<file path="src/rtl/pat_scan_engine_pkg.sv">
// Shared constants and FSM state type for the pattern scan engine.
package pat_scan_engine_pkg;

    localparam logic [7:0] PAT_ADDR = 8'd32;
    localparam logic [7:0] CTB_ADDR = 8'd33;
    localparam logic [7:0] CTO_ADDR = 8'd34;
    localparam logic [7:0] CTS_ADDR = 8'd35;
    localparam int         NBYTES   = 32;
    localparam logic [4:0] LAST_IDX = 5'(NBYTES - 1);

    typedef enum logic [2:0] {
        IDLE     = 3'd0,
        LOAD_PAT = 3'd1,
        SCAN     = 3'd2,
        WR_CTB   = 3'd3,
        WR_CTO   = 3'd4,
        WR_CTS   = 3'd5,
        DONE     = 3'd6
    } state_t;

endpackage

</file>
<file path="src/rtl/pat_scan_engine_if.sv">
// Start/done handshake plus single-port data-memory bus of the scan engine.
// req is sampled on a rising edge; done is a level that stays high until the next req.
interface pat_scan_engine_if;
    logic       req;
    logic       done;
    logic [7:0] mem_addr;
    logic [7:0] mem_rd_data;
    logic       mem_wr_en;
    logic [7:0] mem_wr_data;

    modport master (
        input  req, mem_rd_data,
        output done, mem_addr, mem_wr_en, mem_wr_data
    );

    modport slave (
        output req, mem_rd_data,
        input  done, mem_addr, mem_wr_en, mem_wr_data
    );
endinterface

</file>
<file path="src/rtl/pat_window_match.sv">
// Counts 5-bit pattern hits inside one byte and across the previous-nibble/byte boundary.
module pat_window_match (
    input  logic [4:0] i_pat,
    input  logic [3:0] i_prev_nib,
    input  logic [7:0] i_byte,
    input  logic       i_first,
    output logic [2:0] o_in_cnt,
    output logic       o_any,
    output logic [2:0] o_cross_cnt
);
    logic [11:0] w_bits;
    logic [2:0]  w_in_cnt;
    logic [2:0]  w_cross_cnt;

    assign w_bits = {i_prev_nib, i_byte};

    // Crossing windows occupy w_bits[11:7] down to w_bits[8:4].
    always_comb begin
        w_in_cnt    = '0;
        w_cross_cnt = '0;
        for (int k = 0; k < 4; k++) begin
            if (i_byte[k +: 5] == i_pat)
                w_in_cnt = w_in_cnt + 3'd1;
            if (!i_first && (w_bits[(k + 4) +: 5] == i_pat))
                w_cross_cnt = w_cross_cnt + 3'd1;
        end
    end

    assign o_in_cnt    = w_in_cnt;
    assign o_cross_cnt = w_cross_cnt;
    assign o_any       = (w_in_cnt != 3'd0);
endmodule

</file>
<file path="src/rtl/pat_scan_engine.sv">
// Scans mem[0..31] for the 5-bit pattern in mem[32] and writes three hit counts to mem[33..35].
module pat_scan_engine
    import pat_scan_engine_pkg::*;
(
    input  logic                      clk,
    input  logic                      reset,
    pat_scan_engine_if.master         bus,
    output state_t                    o_dbg_state
);
    state_t     r_state;
    state_t     w_state_nxt;
    logic [4:0] r_pat;
    logic [4:0] r_idx;
    logic [3:0] r_nib;
    logic [7:0] r_ctb;
    logic [7:0] r_cto;
    logic [7:0] r_cts;

    logic [2:0] w_in_cnt;
    logic       w_any;
    logic [2:0] w_cross_cnt;

    pat_window_match u_match (
        .i_pat       (r_pat),
        .i_prev_nib  (r_nib),
        .i_byte      (bus.mem_rd_data),
        .i_first     (r_idx == 5'd0),
        .o_in_cnt    (w_in_cnt),
        .o_any       (w_any),
        .o_cross_cnt (w_cross_cnt)
    );

    always_ff @(posedge clk or posedge reset) begin
        if (reset) begin
            r_state <= IDLE;
            r_pat   <= '0;
            r_idx   <= '0;
            r_nib   <= '0;
            r_ctb   <= '0;
            r_cto   <= '0;
            r_cts   <= '0;
        end else begin
            r_state <= w_state_nxt;
            case (r_state)
                IDLE, DONE: begin
                    if (bus.req) begin
                        r_idx <= '0;
                        r_nib <= '0;
                        r_ctb <= '0;
                        r_cto <= '0;
                        r_cts <= '0;
                    end
                end
                LOAD_PAT: begin
                    r_pat <= bus.mem_rd_data[4:0];
                    r_idx <= '0;
                end
                SCAN: begin
                    r_ctb <= r_ctb + {5'd0, w_in_cnt};
                    r_cto <= r_cto + {7'd0, w_any};
                    r_cts <= r_cts + {5'd0, w_in_cnt} + {5'd0, w_cross_cnt};
                    r_nib <= bus.mem_rd_data[3:0];
                    r_idx <= r_idx + 5'd1;
                end
                default: ;
            endcase
        end
    end

    // Outputs decode from the state alone so reset clears them immediately.
    always_comb begin
        w_state_nxt     = r_state;
        bus.done        = 1'b0;
        bus.mem_addr    = 8'd0;
        bus.mem_wr_en   = 1'b0;
        bus.mem_wr_data = 8'd0;
        case (r_state)
            IDLE:     if (bus.req) w_state_nxt = LOAD_PAT;
            LOAD_PAT: begin
                bus.mem_addr = PAT_ADDR;
                w_state_nxt  = SCAN;
            end
            SCAN: begin
                bus.mem_addr = {3'd0, r_idx};
                if (r_idx == LAST_IDX) w_state_nxt = WR_CTB;
            end
            WR_CTB: begin
                bus.mem_wr_en   = 1'b1;
                bus.mem_addr    = CTB_ADDR;
                bus.mem_wr_data = r_ctb;
                w_state_nxt     = WR_CTO;
            end
            WR_CTO: begin
                bus.mem_wr_en   = 1'b1;
                bus.mem_addr    = CTO_ADDR;
                bus.mem_wr_data = r_cto;
                w_state_nxt     = WR_CTS;
            end
            WR_CTS: begin
                bus.mem_wr_en   = 1'b1;
                bus.mem_addr    = CTS_ADDR;
                bus.mem_wr_data = r_cts;
                w_state_nxt     = DONE;
            end
            DONE: begin
                bus.done = 1'b1;
                if (bus.req) w_state_nxt = LOAD_PAT;
            end
            default:  w_state_nxt = IDLE;
        endcase
    end

    assign o_dbg_state = r_state;
endmodule

</file>
<file path="src/flat_wrapper.sv">
// flat-port wrapper written by rule: the top's interface ports become plain ports
module pat_scan_engine_flat import pat_scan_engine_pkg::*;
  (clk, reset, o_dbg_state, bus_req, bus_mem_rd_data, bus_done, bus_mem_addr, bus_mem_wr_en, bus_mem_wr_data);
  pat_scan_engine_if bus_i ();
  input  logic clk;
  input  logic reset;
  output state_t o_dbg_state;
  input wire logic [$bits(bus_i.req)-1:0] bus_req;
  input wire logic [$bits(bus_i.mem_rd_data)-1:0] bus_mem_rd_data;
  output wire logic [$bits(bus_i.done)-1:0] bus_done;
  output wire logic [$bits(bus_i.mem_addr)-1:0] bus_mem_addr;
  output wire logic [$bits(bus_i.mem_wr_en)-1:0] bus_mem_wr_en;
  output wire logic [$bits(bus_i.mem_wr_data)-1:0] bus_mem_wr_data;
  assign bus_i.req = bus_req;
  assign bus_i.mem_rd_data = bus_mem_rd_data;
  assign bus_done = bus_i.done;
  assign bus_mem_addr = bus_i.mem_addr;
  assign bus_mem_wr_en = bus_i.mem_wr_en;
  assign bus_mem_wr_data = bus_i.mem_wr_data;
  pat_scan_engine u_core (.clk(clk), .reset(reset), .bus(bus_i), .o_dbg_state(o_dbg_state));
endmodule
</file>
<file path="config.mk">
export PLATFORM = sky130hd
export DESIGN_NAME = pat_scan_engine_flat
export DESIGN_NICKNAME = d
export VERILOG_FILES = /design/src/rtl/pat_scan_engine_pkg.sv /design/src/rtl/pat_scan_engine_if.sv /design/src/rtl/pat_window_match.sv /design/src/rtl/pat_scan_engine.sv /design/src/flat_wrapper.sv
export SDC_FILE = /design/constraint.sdc
export NUM_CORES = 1
export LEC_CHECK = 0
export CORE_AREA = 2 2 71 86
export CTS_BUF_LIST = sky130_fd_sc_hd__clkbuf_2
export DETAILED_ROUTE_END_ITERATION = 10
export DIE_AREA = 0 0 73 88
export GPL_ROUTABILITY_DRIVEN = 0
export GPL_TIMING_DRIVEN = 0
export HOLD_SLACK_MARGIN = 0.02
export PLACE_DENSITY = 0.83
export SLEW_MARGIN = 20
export SYNTH_ARGS = -nofsm -noshare
export SYNTH_HDL_FRONTEND = slang
export SYNTH_SLANG_ARGS = --single-unit
</file>
<file path="constraint.sdc">
create_clock -name clk -period 6.4 [get_ports clk]
set_clock_uncertainty 0.05 [all_clocks]
set_input_delay 0.64 -clock clk [delete_from_list [all_inputs] [get_ports clk]]
set_output_delay 0.64 -clock clk [all_outputs]
set_load 0.03 [all_outputs]
</file>
Word-level counts from Yosys, hierarchy flattened. Cells that the tools add are included.

Input port bits: 11. Word-level logic and storage cells: 73. Register bits after elaboration: 41.

Add/sub/neg operators: 11. Reduce and logical (&&, ||, !) cells: 15. Equality and inequality tests: 17. Mux-type cells: 23.

Operator list (count): $pmux 8 s2 (3); $eq 5x5->1 (8); $pmux 6 s5 (1); $add 8x3->8 (3); $mux 3 (8); $pmux 8 s3 (1); $add 3x1->3 const B (6); $pmux 3 s6 (1); $pmux 5 s3 (1); $eq 3x3->1 const B (3); $add 8x1->8 (1); $mux 8 (1); $pmux 4 s2 (1); $eq 3x2->1 const B (2); $reduce_and 2->1 (3); $reduce_bool 3->1 (2); $add 5x1->5 const B (1); $eq 5x5->1 const B (1); $logic_not 5->1 (1); $mux 5 (1); $logic_and 1x1->1 (4); $mux 1 (4); $mux 4 (1); $ne 2x1->1 const B (2); 6 further kinds (6).

Longest topological paths before layout. Gate-level depths: netlist of run 1.

Depth after elaboration: 12. Mapped depth: 20. Depth with buffers taken out: 20.

Modules after synthesis. From an unflattened synthesis of run 1, not the netlist that was laid out.

Cell total of the unflattened synthesis: 381. Area, all modules: 3382.0 sq um.

By module, submodules not included: pat_scan_engine (cells each 276, times used 1, area an instance 2558.7 sq um); pat_window_match (cells each 105, times used 1, area an instance 823.3 sq um).

Worst setup path before layout of run 1. No wires, ideal clock.

Kind: input to register. From: in bus_mem_rd_data[3]. To: reg u_core.r_cts[7]. Cell stages on the path: 17. Buffers on the path: 1. Arrival: 3.886 ns. Slack: 2.387 ns. Library setup time: 0.077 ns. Cells stage by stage: clkbuf_1 > xor2_1 > nor2_1 > and4_1 > ha_1 > xor2_2 > ha_1 > mux2i_1 > fa_1 > inv_1 > ha_1 > fa_1 > a21oi_1 > nor2b_1 > nand4_1 > nand3_1 > o21ai_1.

Cells in the longest elaborated chain, start to end: 11. Elaborated cells on any way between the ends: 14.

RTL lines: start, declared (RTL line flat_wrapper.sv:9) `input wire logic [$bits(bus_i.mem_rd_data)-1:0] bus_mem_rd_data;`; $eq 5x5->1 (RTL line pat_window_match.sv:22) `if (i_byte[k +: 5] == i_pat)`; $mux 1 (RTL line pat_window_match.sv:22); $add 3x1->3 (RTL line pat_window_match.sv:23) `w_in_cnt = w_in_cnt + 3'd1;`; $mux 3 (RTL line pat_window_match.sv:22); $add 3x1->3 (RTL line pat_window_match.sv:23); $mux 3 (RTL line pat_window_match.sv:22); $add 3x1->3 (RTL line pat_window_match.sv:23); $mux 3 (*) (RTL line pat_window_match.sv:22); $add 8x3->8 (*) (2 in series) (RTL line pat_scan_engine.sv:61) `r_cts <= r_cts + {5'd0, w_in_cnt} + {5'd0, w_cross_cnt};`; $pmux 8 s2 (*) (RTL line pat_scan_engine.sv:44) `case (r_state)`; end signal, assigned (RTL line pat_scan_engine.sv:61); end, declared (RTL line pat_scan_engine.sv:17) `logic [7:0] r_cts;`.

Mark *: on every way between the ends. The rest lies on a longest branch, timed or not. A chain may end at the register's enable or synchronous reset.

Final worst setup path of run 1.
From: reg u_core.r_idx[0]. To: reg u_core.r_cts[7].

Cells in the longest elaborated chain, start to end: 12. Elaborated cells on any way between the ends: 15.

RTL lines: start, declared (RTL line pat_scan_engine.sv:13) `logic [4:0] r_idx;`; start signal, assigned (RTL line pat_scan_engine.sv:63) `r_idx <= r_idx + 5'd1;`; $logic_not 5->1 (*) (RTL line pat_scan_engine.sv:27) `.i_first (r_idx == 5'd0),`; $logic_not 1->1 (*) (RTL line pat_window_match.sv:24) `if (!i_first && (w_bits[(k + 4) +: 5] == i_pat))`; $logic_and 1x1->1 (RTL line pat_window_match.sv:24); $mux 1 (RTL line pat_window_match.sv:24); $add 3x1->3 (RTL line pat_window_match.sv:25) `w_cross_cnt = w_cross_cnt + 3'd1;`; $mux 3 (RTL line pat_window_match.sv:24); $add 3x1->3 (RTL line pat_window_match.sv:25); $mux 3 (RTL line pat_window_match.sv:24); $add 3x1->3 (RTL line pat_window_match.sv:25); $mux 3 (*) (RTL line pat_window_match.sv:24); $add 8x3->8 (*) (RTL line pat_scan_engine.sv:61); $pmux 8 s2 (*) (RTL line pat_scan_engine.sv:44).

Marked as above.

==> flow_summary_export.csv, run 1 <==
group,metric,value,unit
clock_tree,postCtsHoldBufs,0,
critical_path,crit_arrival,4.75,ns
timing,max_freq,225,MHz
pwr,cellPowerDensity,371,nW/um2
route,vias,2794,
route,vias_per_cell,5.93,
clock_tree,cts_max_path_buffers,2,
synthesis,ys_ff_latch,41,
global_routing,overflow,0,
timing,worstMarginPinSlew,0.602,ns
synthesis,syn_avg_cell_area,8.65,um2
timing,final.setup.tns,0,ns
clock_tree,cts_resized,0,
place,dp.cells,463,
floorplan,fp-row-count,30,
clock_tree,cts_tree,"yes",
layout,seqCellArea,1030,um2
place,post-place-ws,1.72,ns
place,io_buffers,23,
floorplan,io_pins,32,
floorplan,floorplan.core_area,5590,um2
status,status,"finished clean",
global_routing,grt_pass1_vias,2630,
timing,min_period_over_period,69.6,%
critical_path,path_buf_inv,2,
timing,max-slew-margin-rel,59.7,%
clock_tree,numCtsBuffers,5,
min_path,hp-class,"in2async",
critical_path,reg2reg_depth,18,
clock_tree,post_cts_buffers,0,
layout,area_growth,13.1,%
timing,final-setup-viol-count,0,
critical_path,crit_top_cell,"ha_1",
clock_tree,clkTransAtPathRegs,0.24,ns
layout,nNetsFinal,440,
timing,hold_violations,0,
pwr,ir_drop,0.000322,V
layout,drive_above_1_share,9.58,%
timing,worst_slack,1.95,ns
layout,fill_cells,444,
route,drtIter0Drc,186,
synthesis,ys_seq_area_share,31.7,%
floorplan,start_util,57.9,%
synthesis,synth_edf_count,0,
synthesis,synth_common_cells,"nand2_1, dfrtp_1, o21ai_0",
critical_path,r2r_slack,1.95,ns
critical_path,critPathRequiredTime,6.69,ns
route,antenna_left,0,
global_routing,grt_pass1_wl,12400,um
critical_path,path_cells,"inv_1 -> ha_1 -> nor4b_2 -> nor4_1 -> and3_1 -> ha_1 -> xnor2_2 -> ha_1 -> mux2i_1 -> fa_1 -> inv_1 -> ha_1 -> fa_1 -> a21oi_1 -> nor2b_1 -> nand4_1 -> nand3_1 -> o21ai_1",
synthesis,yosys.area.top_type,"dfrtp_1",
global_routing,grt_max_degree,34,
layout,multi_input_area,2020,um2
route,drt_first_pass_iters,5,
layout,final_cells,471,
flow_run,cap_violations,0,
critical_path,worst-path-max-fanout,6,
layout,antennaDiodeCount,0,
clock_tree,cts.sinks,41,
route,wirelength,7430,um
route,drt-wirelength-per-cell,15.8,um
global_routing,grt_use_total,24.2,%
critical_path,cpPeakStageDelay,0.50,ns
clock_tree,root_buffer,"clkbuf_2",
clock_tree,cts-htree-levels,2,
pwr,leakage,1.70,nW
synthesis,synth_top_area_share,31.7,%
route,route.detailed.drc,0,
critical_path,r2r_end,"u_core.r_cts[7]",
synthesis,synth_cells,374,
synthesis,ys_top_cells_by_area,"dfrtp_1, xor2_1, ha_1, xnor2_1, nand2_1",
pwr,total_power,1.36,mW
synthesis,syn-cell-area,3240,um2
synthesis,synthMostInstantiatedCell,"nand2_1",
critical_path,worstSetupEndpointType,"flop",
synthesis,synth_async_sr_flop_share,100,%
critical_path,reg2reg_from,"u_core.r_idx[0]",
place,dpl.hpwl,5420,um
critical_path,cpMaxStageDelayCell,"nor4b_2",
floorplan,die_area,6420,um2
critical_path,crit_path_start_kind,"flop",
critical_path,setup.worst_path.class,"reg2reg",
synthesis,yosys_warnings,0,
floorplan,die_w,73,um
clock_tree,clock_latency,0.42,ns
floorplan,die_y,88,um
timing,finalMaxSlewViolations,0,
global_routing,antenna_found_initial,0,
timing,min_period,4.45,ns
synthesis,yosysUniqueCellTypes,44,
synthesis,ys.flop_type,"dfrtp_1",
critical_path,path_delay_family,"adder cells",
timing,rsz0062_at_grt,"no",
per-stage QoR:
step           utilization [%]  instance area [um2]  hold slack [ns]
2_1_floorplan                -                 3240            0.395
5_1_grt                   65.5                 3660            0.364
3_5_place_dp              63.8                 3570            0.418
4_1_cts                   65.5                 3660            0.365
6_report                  65.5                 3660            0.352
3_3_place_gp              63.5                 3550            0.410
logic make-up (layout without fill, tap and decap cells):
group           count (synthesis)  count (layout)  synth area share (%)
simple gates                  132             132                  20.1
compound gates                 71              71                  12.9
xor+xnor                       51              51                  14.7
buf+inv                        42              74                  6.15
flops                          41              41                  31.7
fa+ha+maj                      23              23                  10.1
mux                            13              13                  4.25
other cells                     1               2                 0.116
per-layer routing:
metal / track usage, % / vias up / part of all wire, %
met5: 0 / - / 0
met1: 32.1 / 1344 / 42
met2: 41.1 / 91 / 51
met4: 8.08 / 0 / 2.1
met3: 2.53 / 14 / 4.8
li1: - / 1345 / -
power breakdown:
group          internal (mW)  leakage, nW  switching (mW)
clock network          0.104       0.0529          0.0918
logic                  0.308         1.10           0.493
registers              0.312        0.551          0.0496
total                  0.724         1.70           0.634
cell type report:
cell class                 instances  share of cell area, %
buffer                            28                   4.00
clock buffer                       5                  0.684
clock inverter                     3                   1.78
inverter                          14                   1.44
multi-input combinational        292                   55.1
sequential                        41                   28.0
tap                               64                   2.19
timing repair buffer              24                   6.84
state kept, by name (all words and copies together) (netlist names):
register	flops
u_core.o_dbg_state	3
u_core.r_pat	5
u_core.r_nib	4
u_core.r_ctb	8
u_core.r_cts	8
u_core.r_idx	5
u_core.r_cto	8
placed cells by master (no fill, tap or decap), types with 2 or more instances in the layout:
cell | Yosys | final
nand2_1 | 48 | 48
dfrtp_1 | 41 | 41
o21ai_0 | 35 | 35
xor2_1 | 26 | 26
nand3_1 | 23 | 23
clkdlybuf4s50_1 | 0 | 23
xnor2_1 | 21 | 21
nor2_1 | 20 | 20
ha_1 | 18 | 18
clkbuf_1 | 13 | 13
inv_1 | 13 | 12
buf_2 | 9 | 9
nand4_1 | 9 | 9
a21oi_1 | 8 | 8
and3_1 | 8 | 8
a22oi_1 | 8 | 8
mux2i_1 | 7 | 7
mux2_2 | 6 | 6
nor3_1 | 5 | 5
fa_1 | 5 | 5
clkbuf_2 | 0 | 5
nand2b_1 | 4 | 4
nor2b_1 | 4 | 4
a21o_1 | 4 | 4
o31ai_1 | 4 | 4
nor4_1 | 4 | 4
buf_6 | 3 | 3
a31oi_1 | 3 | 3
xnor2_2 | 3 | 3
inv_2 | 1 | 2
and4_1 | 2 | 2
o211ai_1 | 2 | 2
o21a_1 | 2 | 2
o21ai_1 | 2 | 2
buf_4 | 2 | 2
conb_1 | 1 | 2
bufinv_16 | 0 | 2
worst max-delay path by stage:
stage,from,depth (start not counted),to
5_1_grt,u_core.r_idx[0],18,u_core.r_cts[6]
4_1_cts,u_core.r_idx[0],18,u_core.r_cts[7]
2_1_floorplan,bus_mem_rd_data[3],17,u_core.r_cts[7]
3_5_place_dp,bus_mem_rd_data[2],18,u_core.r_cts[7]
3_3_place_gp,bus_mem_rd_data[1],17,u_core.r_cts[7]
6_report,u_core.r_idx[0],18,u_core.r_cts[7]
worst reg2reg max path, delay by kind of cell, from the launching register on:
kind,cells,cell delay [ns]
flip-flops,1,0.49
AND/OR/NAND/NOR,6,1.14
buffers and inverters,2,0.18
XOR/XNOR,1,0.18
multiplexers,1,0.07
AO/OA/AOI/OAI,2,0.30
adder cells (fa/ha/maj),6,1.95
Note: power is estimated with default switching activity, not from simulation.
==> run 2: changes to the inputs <==
Settings changed: CORE_AREA 2 2 71 86 to 2 2 74 90, DIE_AREA 0 0 73 88 to 0 0 76 92, PLACE_DENSITY 0.83 to 0.8.
Clock period 6.4 ns to 4 ns, I/O delays scaled along.
==> flow_summary_export.csv, run 2 (same netlist as run 1, synthesis figures left out) <==
group,metric,value,unit
timing,hold_violations,0,
floorplan,fp-row-count,32,
place,dp.cells,484,
global_routing,grt_pass1_wl,12800,um
floorplan,die_y,92,um
flow_run,cap_violations,0,
min_path,hp-class,"in2async",
pwr,cellPowerDensity,556,nW/um2
layout,mostFrequentLayoutCell,"nand2_1",
clock_tree,root_buffer,"clkbuf_2",
clock_tree,cts.sinks,41,
pwr,switching_power,1.04,mW
route,wirelength,7700,um
critical_path,crit_path_start_kind,"flop",
pwr,total_power,2.14,mW
timing,final-setup-viol-count,0,
route,vias_per_cell,5.57,
pwr,seqPwrFrac,26.9,%
timing,min_period_over_period,97.0,%
layout,final_cells,503,
critical_path,worstSetupEndpointType,"flop",
critical_path,cpPeakStageDelay,0.50,ns
route,drt-wirelength-per-cell,15.3,um
clock_tree,numCtsBuffers,5,
route,drtIter0Drc,143,
clock_tree,postCtsHoldBufs,0,
place,io_buffers,23,
critical_path,worst-path-max-fanout,4,
timing,max-slew-margin-rel,60.0,%
timing,min_period,3.88,ns
global_routing,grt_use_total,22.2,%
critical_path,setup.worst_path.class,"reg2reg",
clock_tree,clkTransAtPathRegs,0.22,ns
layout,area_growth,18.8,%
critical_path,path_cells,"inv_2 -> ha_4 -> nor4b_4 -> nor4_1 -> and3_1 -> ha_4 -> xnor2_4 -> ha_2 -> inv_2 -> nor2_2 -> xor2_1 -> fa_1 -> ha_1 -> a21o_1 -> a21o_1 -> nand4_1 -> xor2_1 -> nor2_1",
critical_path,reg2reg_depth,18,
layout,final_cell_mix,"nand2_1, dfrtp_1, o21ai_0, xor2_1, clkdlybuf4s50_1",
floorplan,die_w,76,um
clock_tree,clock_latency,0.41,ns
critical_path,crit_arrival,4.14,ns
critical_path,cpMaxStageDelayCell,"fa_1",
clock_tree,cts_tree,"yes",
floorplan,start_util,52.2,%
route,route.detailed.drc,0,
route,vias,2801,
route,drt_first_pass_iters,4,
pwr,comb_power_share,64.4,%
pwr,intPower,1.10,mW
clock_tree,cts_max_path_buffers,2,
route,antenna_left,0,
pwr,leakage,1.73,nW
critical_path,critPathRequiredTime,4.26,ns
timing,worstMarginPinSlew,0.598,ns
place,dpl.hpwl,5590,um
floorplan,floorplan.core_area,6210,um2
global_routing,antenna_found_initial,0,
layout,fill_cells,519,
pwr,swShare,48.7,%
floorplan,die_area,6990,um2
global_routing,grt_pass1_vias,2744,
global_routing,overflow,0,
layout,finalInstanceArea,3840,um2
timing,max_freq,258,MHz
status,status,"finished clean",
timing,finalMaxSlewViolations,0,
timing,rsz0062_at_grt,"yes",
layout,drive_above_1_share,16.5,%
layout,antennaDiodeCount,0,
global_routing,grt_max_degree,35,
place,placedInstanceArea,3600,um2
floorplan,io_pins,32,
pwr,ir_drop,0.000430,V
layout,nNetsFinal,451,
clock_tree,cts-htree-levels,2,
layout,reg_top3,"u_core.r_ctb: 8 flops, u_core.r_cto: 8 flops, u_core.r_cts: 8 flops",
pwr,p_clk_share,8.7,%
timing,final.setup.tns,0,ns
-- run 2: cell types whose count changed in the layout (fill, tap and decap cells not counted), moves of 4 or more --
cell	delta
inv_1	-4
ha_1	-5
buf_4	+11
inv_2	+4
ha_4	+4
-- run 2: metal layers --
metal / GRT usage (%) / wire, um / vias up
li1: - / - / 1361
met5: 0 / 0 / -
met3: 2.46 / 379 / 9
met1: 28.0 / 3210 / 1342
met4: 6.36 / 85 / 0
met2: 40.2 / 4030 / 89
-- run 2: path summary, 6_finish.rpt --
kind | from | to | slack, ns
min | reset | u_core.r_idx[0] | 0.13
min in group clk | bus_mem_rd_data[3] | u_core.r_nib[3] | 0.28
max | u_core.r_idx[0] | u_core.r_cts[6] | 0.12
min reg2reg | u_core.r_ctb[7] | u_core.r_ctb[7] | 0.44
max in group asynchronous | reset | u_core.r_cts[6] | 3.32
max reg2reg | u_core.r_idx[0] | u_core.r_cts[6] | 0.12
-- run 2: repair_timing --
item,in CTS,in global routing
setup endpoints to repair,5,4
pin swaps,4,20
buffers inserted,4,7
gates resized for setup,5,20
-- run 2: area by class of cell --
class                   count  area [um2]  share of cell area [%]
well taps                  85         106                    2.77
inverters                  14        52.6                    1.37
clock inverters             2        10.0                   0.260
clock buffers               6        30.0                   0.781
repair buffers             35         333                    8.66
multi-input cells         292        2140                    55.5
flip-flops and latches     41        1030                    26.7
plain buffers              28         151                    3.94
-- run 2: power groups by stage --
stage               Sequential (mW)  Combinational [mW]  Clock, mW
floorplan                     0.594               0.928          0
global placement              0.580                1.23          0
detailed placement            0.587                1.27          0
CTS                           0.574                1.31      0.191
global route                  0.587                1.51      0.208
finish                        0.576                1.38      0.186
-- run 2: worst max-delay path: cells and delay by family (launching register included) --
kind	cells	cell delay [ns]
AND/OR/NAND/NOR	6	0.91
XOR/XNOR	3	0.47
AO/OA/AOI/OAI	2	0.35
adder cells (fa/ha/maj)	5	1.42
flip-flops	1	0.45
buffers and inverters	2	0.13
-- run 2: per-stage QoR --
step	utilization, %	worst slack, ns	hold slack (ns)
after floorplan	-	0.227	0.395
final	62.0	0.120	0.129
after global routing	62.0	-0.101	0.136
after global placement	57.6	-0.318	0.409
after detailed placement	58.0	-0.407	0.420
after CTS	59.5	0.00217	0.118
